--- config.mk ---
export PLATFORM = sky130hd
export DESIGN_NAME = pipelined_adder
export DESIGN_NICKNAME = d
export VERILOG_FILES = /design/src/rtl/pipelined_adder_pkg.sv /design/src/rtl/adder_slice.sv /design/src/rtl/pipelined_adder.sv
export SDC_FILE = /design/constraint.sdc
export NUM_CORES = 1
export LEC_CHECK = 0
export ABC_AREA = 1
export BUFFER_PORTS_ARGS = -buffer_cell sky130_fd_sc_hd__buf_2
export CORE_ASPECT_RATIO = 0.5
export CORE_MARGIN = 5
export CORE_UTILIZATION = 45
export DETAILED_ROUTE_END_ITERATION = 8
export PLACE_DENSITY = 0.72
export SLEW_MARGIN = 10
export SYNTH_ARGS = -nofsm -noshare
export SYNTH_HDL_FRONTEND = slang
export SYNTH_HIERARCHICAL = 1
export SYNTH_SLANG_ARGS = --single-unit
--- constraint.sdc ---
create_clock -name clk -period 3.3 [get_ports clk]
set_clock_uncertainty 0.1 [all_clocks]
set_input_delay 0.66 -clock clk [delete_from_list [all_inputs] [get_ports clk]]
set_output_delay 0.66 -clock clk [all_outputs]
set_load 0.02 [all_outputs]
--- src/rtl/pipelined_adder_pkg.sv ---
`default_nettype none
// +--------------------------------------------------------------------+
// | pipelined_adder_pkg : shared defaults and overflow helper           |
// | Rev 1.0                                                             |
// +--------------------------------------------------------------------+
package pipelined_adder_pkg;

  localparam int DEF_WIDTH  = 32;
  localparam int DEF_STAGES = 4;

  // Signed overflow from the carries entering and leaving the MSB.
  function automatic logic signed_ovf(input logic c_into_msb, input logic c_out_msb);
    return c_into_msb ^ c_out_msb;
  endfunction

endpackage
`default_nettype wire

--- src/rtl/adder_slice.sv ---
`default_nettype none
// +--------------------------------------------------------------------+
// | adder_slice : combinational SW-bit ripple of 1-bit full adders      |
// | Rev 1.0                                                             |
// +--------------------------------------------------------------------+
module adder_slice #(
  parameter int SW = 8
) (
  input  logic [SW-1:0] x_i,
  input  logic [SW-1:0] y_i,
  input  logic          ci_i,
  output logic [SW-1:0] s_o,
  output logic          co_o,
  output logic          c_msb_o
);

  always_comb begin
    logic carry;
    s_o     = '0;
    c_msb_o = ci_i;
    carry   = ci_i;
    for (int i = 0; i < SW; i++) begin
      if (i == SW - 1) c_msb_o = carry;
      s_o[i] = x_i[i] ^ y_i[i] ^ carry;
      carry  = (x_i[i] & y_i[i]) | ((x_i[i] ^ y_i[i]) & carry);
    end
    co_o = carry;
  end

endmodule
`default_nettype wire

--- src/rtl/pipelined_adder.sv ---
`default_nettype none
// +--------------------------------------------------------------------+
// | pipelined_adder : stalling valid/ready pipelined ripple-carry adder |
// | Rev 1.0                                                             |
// +--------------------------------------------------------------------+
module pipelined_adder
  import pipelined_adder_pkg::*;
#(
  parameter int WIDTH  = DEF_WIDTH,
  parameter int STAGES = DEF_STAGES
) (
  input  logic             clk,
  input  logic             rst_n,
  input  logic             in_valid_i,
  output logic             in_ready_o,
  input  logic [WIDTH-1:0] a_i,
  input  logic [WIDTH-1:0] b_i,
  input  logic             cin_i,
  output logic             out_valid_o,
  input  logic             out_ready_i,
  output logic [WIDTH-1:0] sum_o,
  output logic             cout_o,
  output logic             ovf_o
);

  localparam int SW = WIDTH / STAGES;

  if (WIDTH < 1 || STAGES < 1 || (WIDTH % STAGES) != 0) begin : g_bad_params
    $error("pipelined_adder: STAGES must divide WIDTH exactly");
  end

  // as_q holds the not-yet-added A bits in its low part and the finished
  // sum slices in its high part; both shift right by SW per stage, so the
  // last stage's register is exactly the sum.
  logic [WIDTH-1:0] as_q [STAGES];
  logic [WIDTH-1:0] b_q  [STAGES];
  logic             carry_q [STAGES];
  logic             valid_q [STAGES];
  logic             cmsb_q;

  logic [WIDTH-1:0] as_src [STAGES];
  logic [WIDTH-1:0] b_src  [STAGES];
  logic [WIDTH-1:0] as_d   [STAGES];
  logic [WIDTH-1:0] b_d    [STAGES];
  logic             ci_src [STAGES];
  logic             v_src  [STAGES];
  logic             co     [STAGES];
  logic             cm     [STAGES];
  logic             adv;

  assign adv = !valid_q[STAGES-1] || out_ready_i;

  for (genvar k = 0; k < STAGES; k++) begin : g_stage
    logic [SW-1:0]    s;
    logic [WIDTH-1:0] ins;

    if (k == 0) begin : g_first
      assign as_src[k] = a_i;
      assign b_src[k]  = b_i;
      assign ci_src[k] = cin_i;
      assign v_src[k]  = in_valid_i;
    end else begin : g_next
      assign as_src[k] = as_q[k-1];
      assign b_src[k]  = b_q[k-1];
      assign ci_src[k] = carry_q[k-1];
      assign v_src[k]  = valid_q[k-1];
    end

    adder_slice #(.SW(SW)) u_slice (
      .x_i     (as_src[k][SW-1:0]),
      .y_i     (b_src[k][SW-1:0]),
      .ci_i    (ci_src[k]),
      .s_o     (s),
      .co_o    (co[k]),
      .c_msb_o (cm[k])
    );

    always_comb begin
      ins = '0;
      ins[WIDTH-1 -: SW] = s;
    end

    assign as_d[k] = (as_src[k] >> SW) | ins;
    assign b_d[k]  = b_src[k] >> SW;
  end

  always_ff @(posedge clk or negedge rst_n) begin
    if (!rst_n) begin
      for (int k = 0; k < STAGES; k++) begin
        as_q[k]    <= '0;
        b_q[k]     <= '0;
        carry_q[k] <= 1'b0;
        valid_q[k] <= 1'b0;
      end
      cmsb_q <= 1'b0;
    end else if (adv) begin
      for (int k = 0; k < STAGES; k++) begin
        as_q[k]    <= as_d[k];
        b_q[k]     <= b_d[k];
        carry_q[k] <= co[k];
        valid_q[k] <= v_src[k];
      end
      cmsb_q <= cm[STAGES-1];
    end
  end

  assign in_ready_o  = adv;
  assign out_valid_o = valid_q[STAGES-1];
  assign sum_o       = as_q[STAGES-1];
  assign cout_o      = carry_q[STAGES-1];
  assign ovf_o       = signed_ovf(cmsb_q, carry_q[STAGES-1]);

endmodule
`default_nettype wire

==> run metrics, run 1 <==
status=complete, but fails checks; failing checks=setup timing; antenna violations before repair=0; crit path kind=flop to flop; first-pass GRT wire length=29,000 µm; reg2reg start=carry_q[3]; Non-Filler Instances=1,202; internal power=5.54 mW; Vias per Instance=4.86; Final ANT Viol Nets=0; Placer Congestion=0.800; largest family of logic cells by synthesized area=simple AND/OR/NAND/NOR gates; Syn Inst Count=907; Iter 0 DRT Violations=493; largest net degree at the start of global routing=185; Final Hold Slack=0.0990 ns; Clock power frac=22.3%; final period utilization=108%; I/O Pins=105; post-synthesis register bit count=185; Psw=3.56 mW; Worst EP required=3.54 ns; critical path endpoint category=flop; # rows=35; worst setup path start=carry_q[3]; Seq/Total Area, Yosys=54.8%; drc violations=0; post-synthesis mux area share=0%; syn nets=1,008; total track usage=16.0%; vias in the first global route=5,872; count of cell types in the netlist=14; vias=5,839; TNS Setup=-1.10 ns; H-tree levels=4; worst-skew pair later-pin latency=0.42 ns; GRT overflow=0; Die Wd=204 µm; RSZ-0062 raised after global routing=yes; Power per Cell Area=963 nW/µm²; P&R area growth vs syn=11.9%; Slew @ Worst Pin=0.849 ns; sw frac=39.1%; post-route setup slack=-0.248 ns; Finish-stage setup viols=8; share of cells above drive strength 1=21.3%; die height=107 µm; Final min period=3.55 ns; core area=18,400 µm²; dpl hpwl=10,000 µm; DRT Wirelength=16,800 µm; CTS Hold Bufs=0; Max Slew Vio Count=0; CTS tree=built; CTS Root Cell=clkbuf_16; Initial Util=45.9%; XOR/XNOR Fraction of Synth Area=0.104%; final count of hold timing violations=0; CP Max Fanout=2; antenna cells=0; CTS max path bufs=2; Synth Area in Compound Gates=0%; Die ar.=21,800 µm²; number of fillers in the final layout=1,742; Port Buf Inserts=104; Pre-Repair DR Iteration Count=5; Post-Synth Simple-Gate Area=27.4%; synthesized area per cell=9.31 µm²; mapped cell area=8440 µm²; Reg power frac=42.4%; Relative slew margins=43.4%; Synth Area in Adders=7.59%; HP Class=primary input to async pin; routed length per placed instance=14.0 µm; Inst Count DP=1,167; max cap viols=0; achievable clock frequency=282 MHz; Comb power frac=35.3%; WP data arrival=3.79 ns; total number of yosys warnings=6; CTS buffer count=17; clock sink total=185; Final #Nets=1,050; VDD IR max=587 µV; Pleak=5.03 nW; Clk pin slew, worst setup/hold paths=0.08 ns; Startpoint Class=flop; overall power=9.10 mW
-- cell usage in the layout, fill, tap and decap left out --
| cell | netlist | final |
|---|---|---|
| inv_8 | 0 | 4 |
| nand2_8 | 0 | 1 |
| inv_2 | 1 | 22 |
| dfrtp_1 | 185 | 184 |
| nand3_1 | 184 | 184 |
| buf_2 | 34 | 100 |
| inv_12 | 0 | 1 |
| fa_1 | 32 | 1 |
| buf_6 | 14 | 2 |
| fa_2 | 0 | 31 |
| clkinvlp_4 | 0 | 1 |
| inv_1 | 41 | 17 |
| xor2_1 | 1 | 1 |
| dfrtp_4 | 0 | 1 |
| bufinv_16 | 0 | 1 |
| buf_12 | 1 | 5 |
| inv_6 | 0 | 9 |
| nand2_1 | 369 | 369 |
| clkbuf_1 | 1 | 1 |
| clkbuf_8 | 0 | 2 |
| clkbuf_16 | 0 | 17 |
| buf_4 | 41 | 8 |
-- what timing repair did --
action	in CTS	in global routing
gates resized for setup	23	8
pin swaps	13	3
cloned	0	0
endpoints found under the setup margin	11	11
buffers inserted	0	3
-- worst paths after layout --
check,slack [ns],endpoint,cells past startpoint
worst max-delay path,-0.25,as_q[95],14
worst min-delay path,0.1,as_q[113],1
worst max register to register,-0.25,as_q[95],14
worst min register to register,0.36,as_q[74],2
max in group asynchronous,2.18,out_valid_o,2
min in group clk,0.33,b_d[69],3
-- critical path: stages, from the launching register on --
cell and delay, ns:
dfrtp_1 0.39, inv_2 0.10, fa_2 0.20, inv_2 0.04, fa_2 0.35, fa_2 0.37, fa_2 0.35, fa_2 0.35
fa_2 0.34, inv_2 0.06, fa_2 0.18, inv_2 0.04, fa_1 0.46, nand2_1 0.05, nand2_1 0.08
-- metrics by stage --
step / setup WS [ns] / area [µm²] / util, %
2_1_floorplan: -0.290 / 8520 / -
3_3_place_gp: -0.509 / 8790 / 47.8
5_1_grt: -0.377 / 9450 / 51.4
6_report: -0.248 / 9450 / 51.4
4_1_cts: -0.245 / 9420 / 51.2
3_5_place_dp: -0.624 / 8790 / 47.8
-- registers in the layout, indices dropped and copies added (netlist names) --
| register | flops |
|---|---|
| carry_q | 3 |
| out_valid_o | 1 |
| v_src | 3 |
| as_q | 96 |
| cmsb_q | 1 |
| b_d | 24 |
| b_q | 24 |
| cout_o | 1 |
| sum_o | 32 |
-- kinds of logic (layout without fill, tap and decap cells) --
group                      Yosys count  count (layout)
xor gates and xnor gates             1               1
adders and majority gates           32              32
buffers and inverters              135             190
DFF                                185             185
and+or+nand+nor                    554             554
-- power groups by stage --
stage / sequential [mW] / combinational [mW] / clock [mW]
global route: 3.98 / 3.78 / 2.20
global placement: 3.86 / 3.08 / 0
CTS: 3.86 / 3.25 / 2.10
floorplan: 3.74 / 2.79 / 0
finish: 3.86 / 3.21 / 2.03
detailed placement: 3.89 / 3.19 / 0
-- synthesized netlist by cell type --
cell type / count / area, µm²
fa_1: 32 / 641
buf_6: 14 / 158
nand3_1: 184 / 921
nand2_4: 1 / 11.3
inv_1: 41 / 154
nand2_1: 369 / 1390
xor2_1: 1 / 8.76
buf_8: 2 / 30.0
clkbuf_1: 1 / 3.75
inv_2: 1 / 3.75
buf_4: 41 / 308
buf_12: 1 / 20.0
buf_2: 34 / 170
dfrtp_1: 185 / 4630
-- area by class of cell --
cell class,count,area [µm²],area share [%]
inverter,42,180,1.91
clock inverter,13,144,1.52
clock buffer,19,443,4.69
sequential,185,4630,49.0
timing repair buffer,116,697,7.37
tap,240,300,3.18
multi-input combinational,587,3050,32.3
-- metal layers --
| metal | share of wire, % | vias up | routed length (µm) | track usage, % |
|---|---|---|---|---|
| li1 | - | 2899 | - | - |
| met1 | 48 | 2842 | 8150 | 24.0 |
| met2 | 48 | 86 | 7990 | 24.2 |
| met3 | 3.2 | 12 | 532 | 3.48 |
| met4 | 0.86 | 0 | 145 | 3.66 |
| met5 | 0 | - | 0 | 0 |
No activity file was read; power rests on OpenSTA's default activity.
==> inputs of run 2 (changes only) <==
- CTS_CLUSTER_SIZE: not set -> 40
- SKIP_CTS_REPAIR_TIMING: not set -> 1
==> run metrics, run 2 (synthesized netlist as in run 1, its figures left out) <==
status=complete, but fails checks; failing checks=setup timing; number of fillers in the final layout=1,741 (-0.057%); post-route setup slack=-0.243 ns (+0.00520 ns); CTS Root Cell=clkbuf_16; Inst Count DP=1,167 (unchanged); Non-Filler Instances=1,203 (+0.083%); largest net degree at the start of global routing=185 (unchanged); Power per Cell Area=964 nW/µm² (+0.12%); clock sink total=185 (unchanged); Slew @ Worst Pin=0.851 ns (+0.00133 ns); final count of hold timing violations=0 (unchanged); Die Wd=204 µm (unchanged); I/O Pins=105 (unchanged); Crit Reg-Reg Endpoint=as_q[95]; # rows=35 (unchanged); overall power=9.12 mW (+0.20%); Seq. cell area=4630 µm² (unchanged); Final #Nets=1,051 (+0.095%); Final ANT Viol Nets=0 (unchanged); Die ar.=21,800 µm² (unchanged); max cap viols=0 (unchanged); GRT overflow=0 (unchanged); Largest register FFs=96 (unchanged); dpl hpwl=10,000 µm (unchanged); Finish-stage setup viols=8 (unchanged); first-pass GRT wire length=29,100 µm (about the same); Iter 0 DRT Violations=497 (+0.81%); CTS tree=built; Top reg by flops=as_q; most common cell after layout, fill and taps aside=nand2_1; CTS buffer count=17 (unchanged); VDD IR max=587 µV (about the same); H-tree levels=4 (unchanged); Setup crit end=as_q[95]; Max Slew Vio Count=0 (unchanged); final period utilization=107% (-0.16 points); Placer Congestion=0.800 (unchanged); antenna violations before repair=0 (unchanged); Pre-Repair DR Iteration Count=6 (+1); R2R Setup Slk=-0.24 ns (about the same); RSZ-0062 raised after global routing=yes; Multi-input gate area=3050 µm² (unchanged); most frequent cells in the layout=nand2_1, nand3_1, dfrtp_1; critical path endpoint category=flop; routed length per placed instance=14.0 µm (-0.18%); DRT Wirelength=16,800 µm (about the same); total track usage=16.0% (about the same); WP data arrival=3.79 ns (about the same); Final min period=3.54 ns (-0.00520 ns); Initial Util=45.9% (unchanged); Relative slew margins=43.3% (-0.089 points); FF-to-FF path depth=14 (unchanged); vias in the first global route=5,868 (-0.068%); worst setup path start=carry_q[3]; Vias per Instance=4.91 (+1.1%); HP Class=primary input to async pin; die height=107 µm (unchanged); Port Buf Inserts=104 (unchanged); crit path kind=flop to flop; Worst EP required=3.55 ns (about the same); reg2reg start=carry_q[3]; CTS max path bufs=2 (unchanged); core area=18,400 µm² (unchanged); worst-skew pair later-pin latency=0.42 ns (about the same); achievable clock frequency=282 MHz (+0.15%); Clk pin slew, worst setup/hold paths=0.08 ns (about the same); Startpoint Class=flop; CP Max Fanout=2 (unchanged); drc violations=0 (unchanged); Final Hold Slack=0.0957 ns (-0.00334 ns); vias=5,907 (+1.2%); share of cells above drive strength 1=21.4% (+0.082 points); Pleak=5.04 nW (about the same); antenna cells=0 (unchanged); P&R area growth vs syn=12.0% (about the same)
-- run 2: power by group --
| part | leakage (nW) | internal, mW | switching, mW |
|---|---|---|---|
| Combinational | 2.50 | 1.20 | 2.02 |
| Sequential | 2.25 | 3.25 | 0.607 |
| Clock | 0.288 | 1.10 | 0.935 |
-- run 2: worst max-delay path: stages (launching register included) --
cell,delay (ns)
dfrtp_1,0.39
inv_2,0.10
fa_2,0.20
inv_2,0.04
fa_2,0.35
fa_2,0.37
fa_2,0.35
fa_2,0.35
fa_2,0.34
inv_2,0.06
fa_2,0.18
inv_2,0.04
fa_1,0.46
nand2_1,0.05
nand2_1,0.08
-- run 2: area by class of cell --
type,instances,share of cell area (%)
sequential,185,49.0
clock buffer,19,4.68
multi-input combinational,587,32.3
inverter,42,1.91
tap,240,3.18
clock inverter,13,1.52
timing repair buffer,117,7.45
-- run 2: per-layer routing --
metal | track usage [%] | vias to the layer above | wire, µm
li1 | - | 2902 | -
met1 | 24.0 | 2897 | 8140
met2 | 24.3 | 93 | 7950
met3 | 3.45 | 15 | 529
met4 | 3.51 | 0 | 181
met5 | 0 | - | 0
-- run 2: worst min-delay path by stage --
stage                        start          end  slack, ns  cells after the start
final                        rst_n    as_q[113]        0.1                      1
after global placement    v_src[0]  out_valid_o       0.34                      2
after detailed placement  as_q[53]    sum_o[13]       0.35                      2
after global routing         rst_n    as_q[113]       0.12                      1
after CTS                    rst_n    as_q[113]       0.11                      1
after floorplan              rst_n    as_q[100]       0.26                      0
-- run 2: stage by stage --
step / area [µm²] / utilization [%] / setup slack (ns) / TNS [ns]
finish: 9460 / 51.4 / -0.243 / -1.14
global route: 9460 / 51.4 / -0.377 / -2.41
CTS: 9380 / 51.0 / -0.341 / -2.01
detailed placement: 8790 / 47.8 / -0.624 / -3.17
global placement: 8790 / 47.8 / -0.509 / -2.40
floorplan: 8520 / - / -0.290 / -0.881
==> inputs of run 3 (changes only) <==
- BUFFER_PORTS_ARGS: -buffer_cell sky130_fd_sc_hd__buf_2 -> -buffer_cell sky130_fd_sc_hd__buf_4
==> run metrics, run 3 (synthesized netlist as in run 1, its figures left out) <==
final period utilization=107% (-0.13 points); Final Hold Slack=0.197 ns (+0.101 ns); Largest register FFs=96 (unchanged); most frequent cells in the layout=nand2_1, nand3_1, dfrtp_1; fin area=9710 µm² (+2.7%); met3 wire length=628 µm (+19%); first-pass GRT wire length=30,100 µm (+3.7%); Finish-stage setup viols=8 (unchanged); Relative slew margins=47.9% (+4.6 points); Inst Count DP=1,169 (+0.17%); Post-Place Cell Area=9060 µm² (+3.1%); dpl hpwl=10,300 µm (+2.5%); routed length per placed instance=14.3 µm (+2.3%); max cap viols=0 (unchanged); WP data arrival=3.79 ns (about the same); critical path's slowest cell=fa_1; CTS buffer count=17 (unchanged); Post-Route M1 WL=8070 µm (-0.97%); Final min period=3.54 ns (-0.00436 ns); total track usage=16.7% (+0.67 points); antenna violations before repair=0 (unchanged); largest net degree at the start of global routing=185 (unchanged); I/O Pins=105 (unchanged); R2R Setup Slk=-0.24 ns (about the same); final count of hold timing violations=0 (unchanged); Top reg by flops=as_q; Placer Congestion=0.805 (+0.62%); dpl ws=-0.589 ns (+0.0342 ns); most common cell after layout, fill and taps aside=nand2_1; Crit Reg-Reg Endpoint=as_q[95]; # rows=35 (unchanged); Pleak=5.11 nW (+1.6%); Clk pin slew, worst setup/hold paths=0.08 ns (about the same); CTS Root Cell=clkbuf_16; DRT Wirelength=17,200 µm (+2.4%); vias in the first global route=5,966 (+1.7%); critical path endpoint category=flop; FF-to-FF path depth=14 (unchanged); CP Max Fanout=2 (unchanged); VDD IR max=721 µV (+23%); HP Class=primary input to async pin; core area=18,400 µm² (unchanged); Psw=3.55 mW (-0.33%); CTS max path bufs=2 (unchanged); worst-path cell chain=inv_2 -> fa_2 -> inv_2 -> fa_2 -> fa_2 -> fa_2 -> fa_2 -> fa_2 -> inv_2 -> fa_1 -> inv_1 -> fa_1 -> nand2_1 -> nand2_1; sw frac=38.4% (-0.65 points); Worst EP required=3.55 ns (about the same); Die Wd=204 µm (unchanged); die height=107 µm (unchanged); post-route setup slack=-0.239 ns (+0.00436 ns); antenna cells=0 (unchanged); P&R area growth vs syn=15.0%; Top cell by count, worst path=fa_2; Pre-Repair DR Iteration Count=5 (-1); clock sink total=185 (unchanged); Iter 0 DRT Violations=481 (-3.2%); met2 WL=8370 µm (+5.3%); vias=5,881 (-0.44%); TNS Setup=-1.02 ns (+0.119 ns); achievable clock frequency=283 MHz (+0.12%); worst-skew pair later-pin latency=0.41 ns (about the same); internal power=5.69 mW (+2.4%); status=complete, but fails checks; Max Slew Vio Count=0 (unchanged); Vias per Instance=4.88 (-0.52%); Slew @ Worst Pin=0.782 ns (-0.0692 ns); drc violations=0 (unchanged); Reg power frac=42.1% (-0.2 points); crit path kind=flop to flop; failing checks=setup timing; Comb power frac=35.9% (+0.6 points); Startpoint Class=flop; Initial Util=45.9% (unchanged); Die ar.=21,800 µm² (unchanged); Power per Cell Area=952 nW/µm² (-1.3%); share of cells above drive strength 1=21.2% (-0.23 points); top routing layer in use=met4; worst setup path start=carry_q[3]; Worst path max stage delay=0.47 ns (about the same); Setup crit end=as_q[95]; RSZ-0062 raised after global routing=yes; Final ANT Viol Nets=0 (unchanged); CTS tree=built; Port Buf Inserts=104 (unchanged); reg2reg start=carry_q[3]; H-tree levels=4 (unchanged); Non-Filler Instances=1,204 (+0.083%); GRT overflow=0 (unchanged); Clock power frac=21.9% (-0.4 points); Final #Nets=1,052 (+0.095%)
## run 3: layout make-up
class,count,area (µm²)
Tap cell,240,300
Clock inverter,12,134
Clock buffer,20,457
Sequential cell,185,4630
Fill cell,1701,8680
Inverter,42,180
Timing Repair Buffer,118,957
Multi-Input combinational cell,587,3050
## run 3: power by group through the flow
| stage | logic [mW] | clock network [mW] | registers, mW |
|---|---|---|---|
| 6_report | 3.32 | 2.03 | 3.89 |
| 3_3_place_gp | 3.22 | 0 | 3.89 |
| 5_1_grt | 3.85 | 2.19 | 4.02 |
| 2_1_floorplan | 2.79 | 0 | 3.74 |
| 3_5_place_dp | 3.30 | 0 | 3.92 |
| 4_1_cts | 3.34 | 2.07 | 3.89 |
## run 3: critical path, delay by kind of cell (launching register included)
kind,cells,cell delay [ns]
buffers and inverters,4,0.26
adder cells (fa/ha/maj),8,2.58
AND/OR/NAND/NOR,2,0.13
flip-flops,1,0.40
## run 3: metal layers
metal	GRT usage [%]	vias to the layer above
met5	0	-
met4	3.70	0
met3	3.17	10
met2	26.0	95
met1	24.6	2869
li1	-	2907
## run 3: metrics by stage
| step | total power [mW] | utilization (%) |
|---|---|---|
| detailed placement | 7.22 | 49.3 |
| global route | 10.1 | 52.8 |
| finish | 9.24 | 52.8 |
| floorplan | 6.53 | - |
| CTS | 9.30 | 52.5 |
| global placement | 7.11 | 49.3 |
## run 3: worst min path at each step
stage / cells after the start / start / slack (ns) / endpoint
global placement: 2 / v_src[0] / 0.35 / out_valid_o
global route: 1 / rst_n / 0.25 / as_q[114]
CTS: 1 / rst_n / 0.21 / as_q[114]
detailed placement: 2 / v_src[0] / 0.35 / out_valid_o
floorplan: 0 / rst_n / 0.26 / as_q[100]
finish: 1 / rst_n / 0.20 / as_q[114]
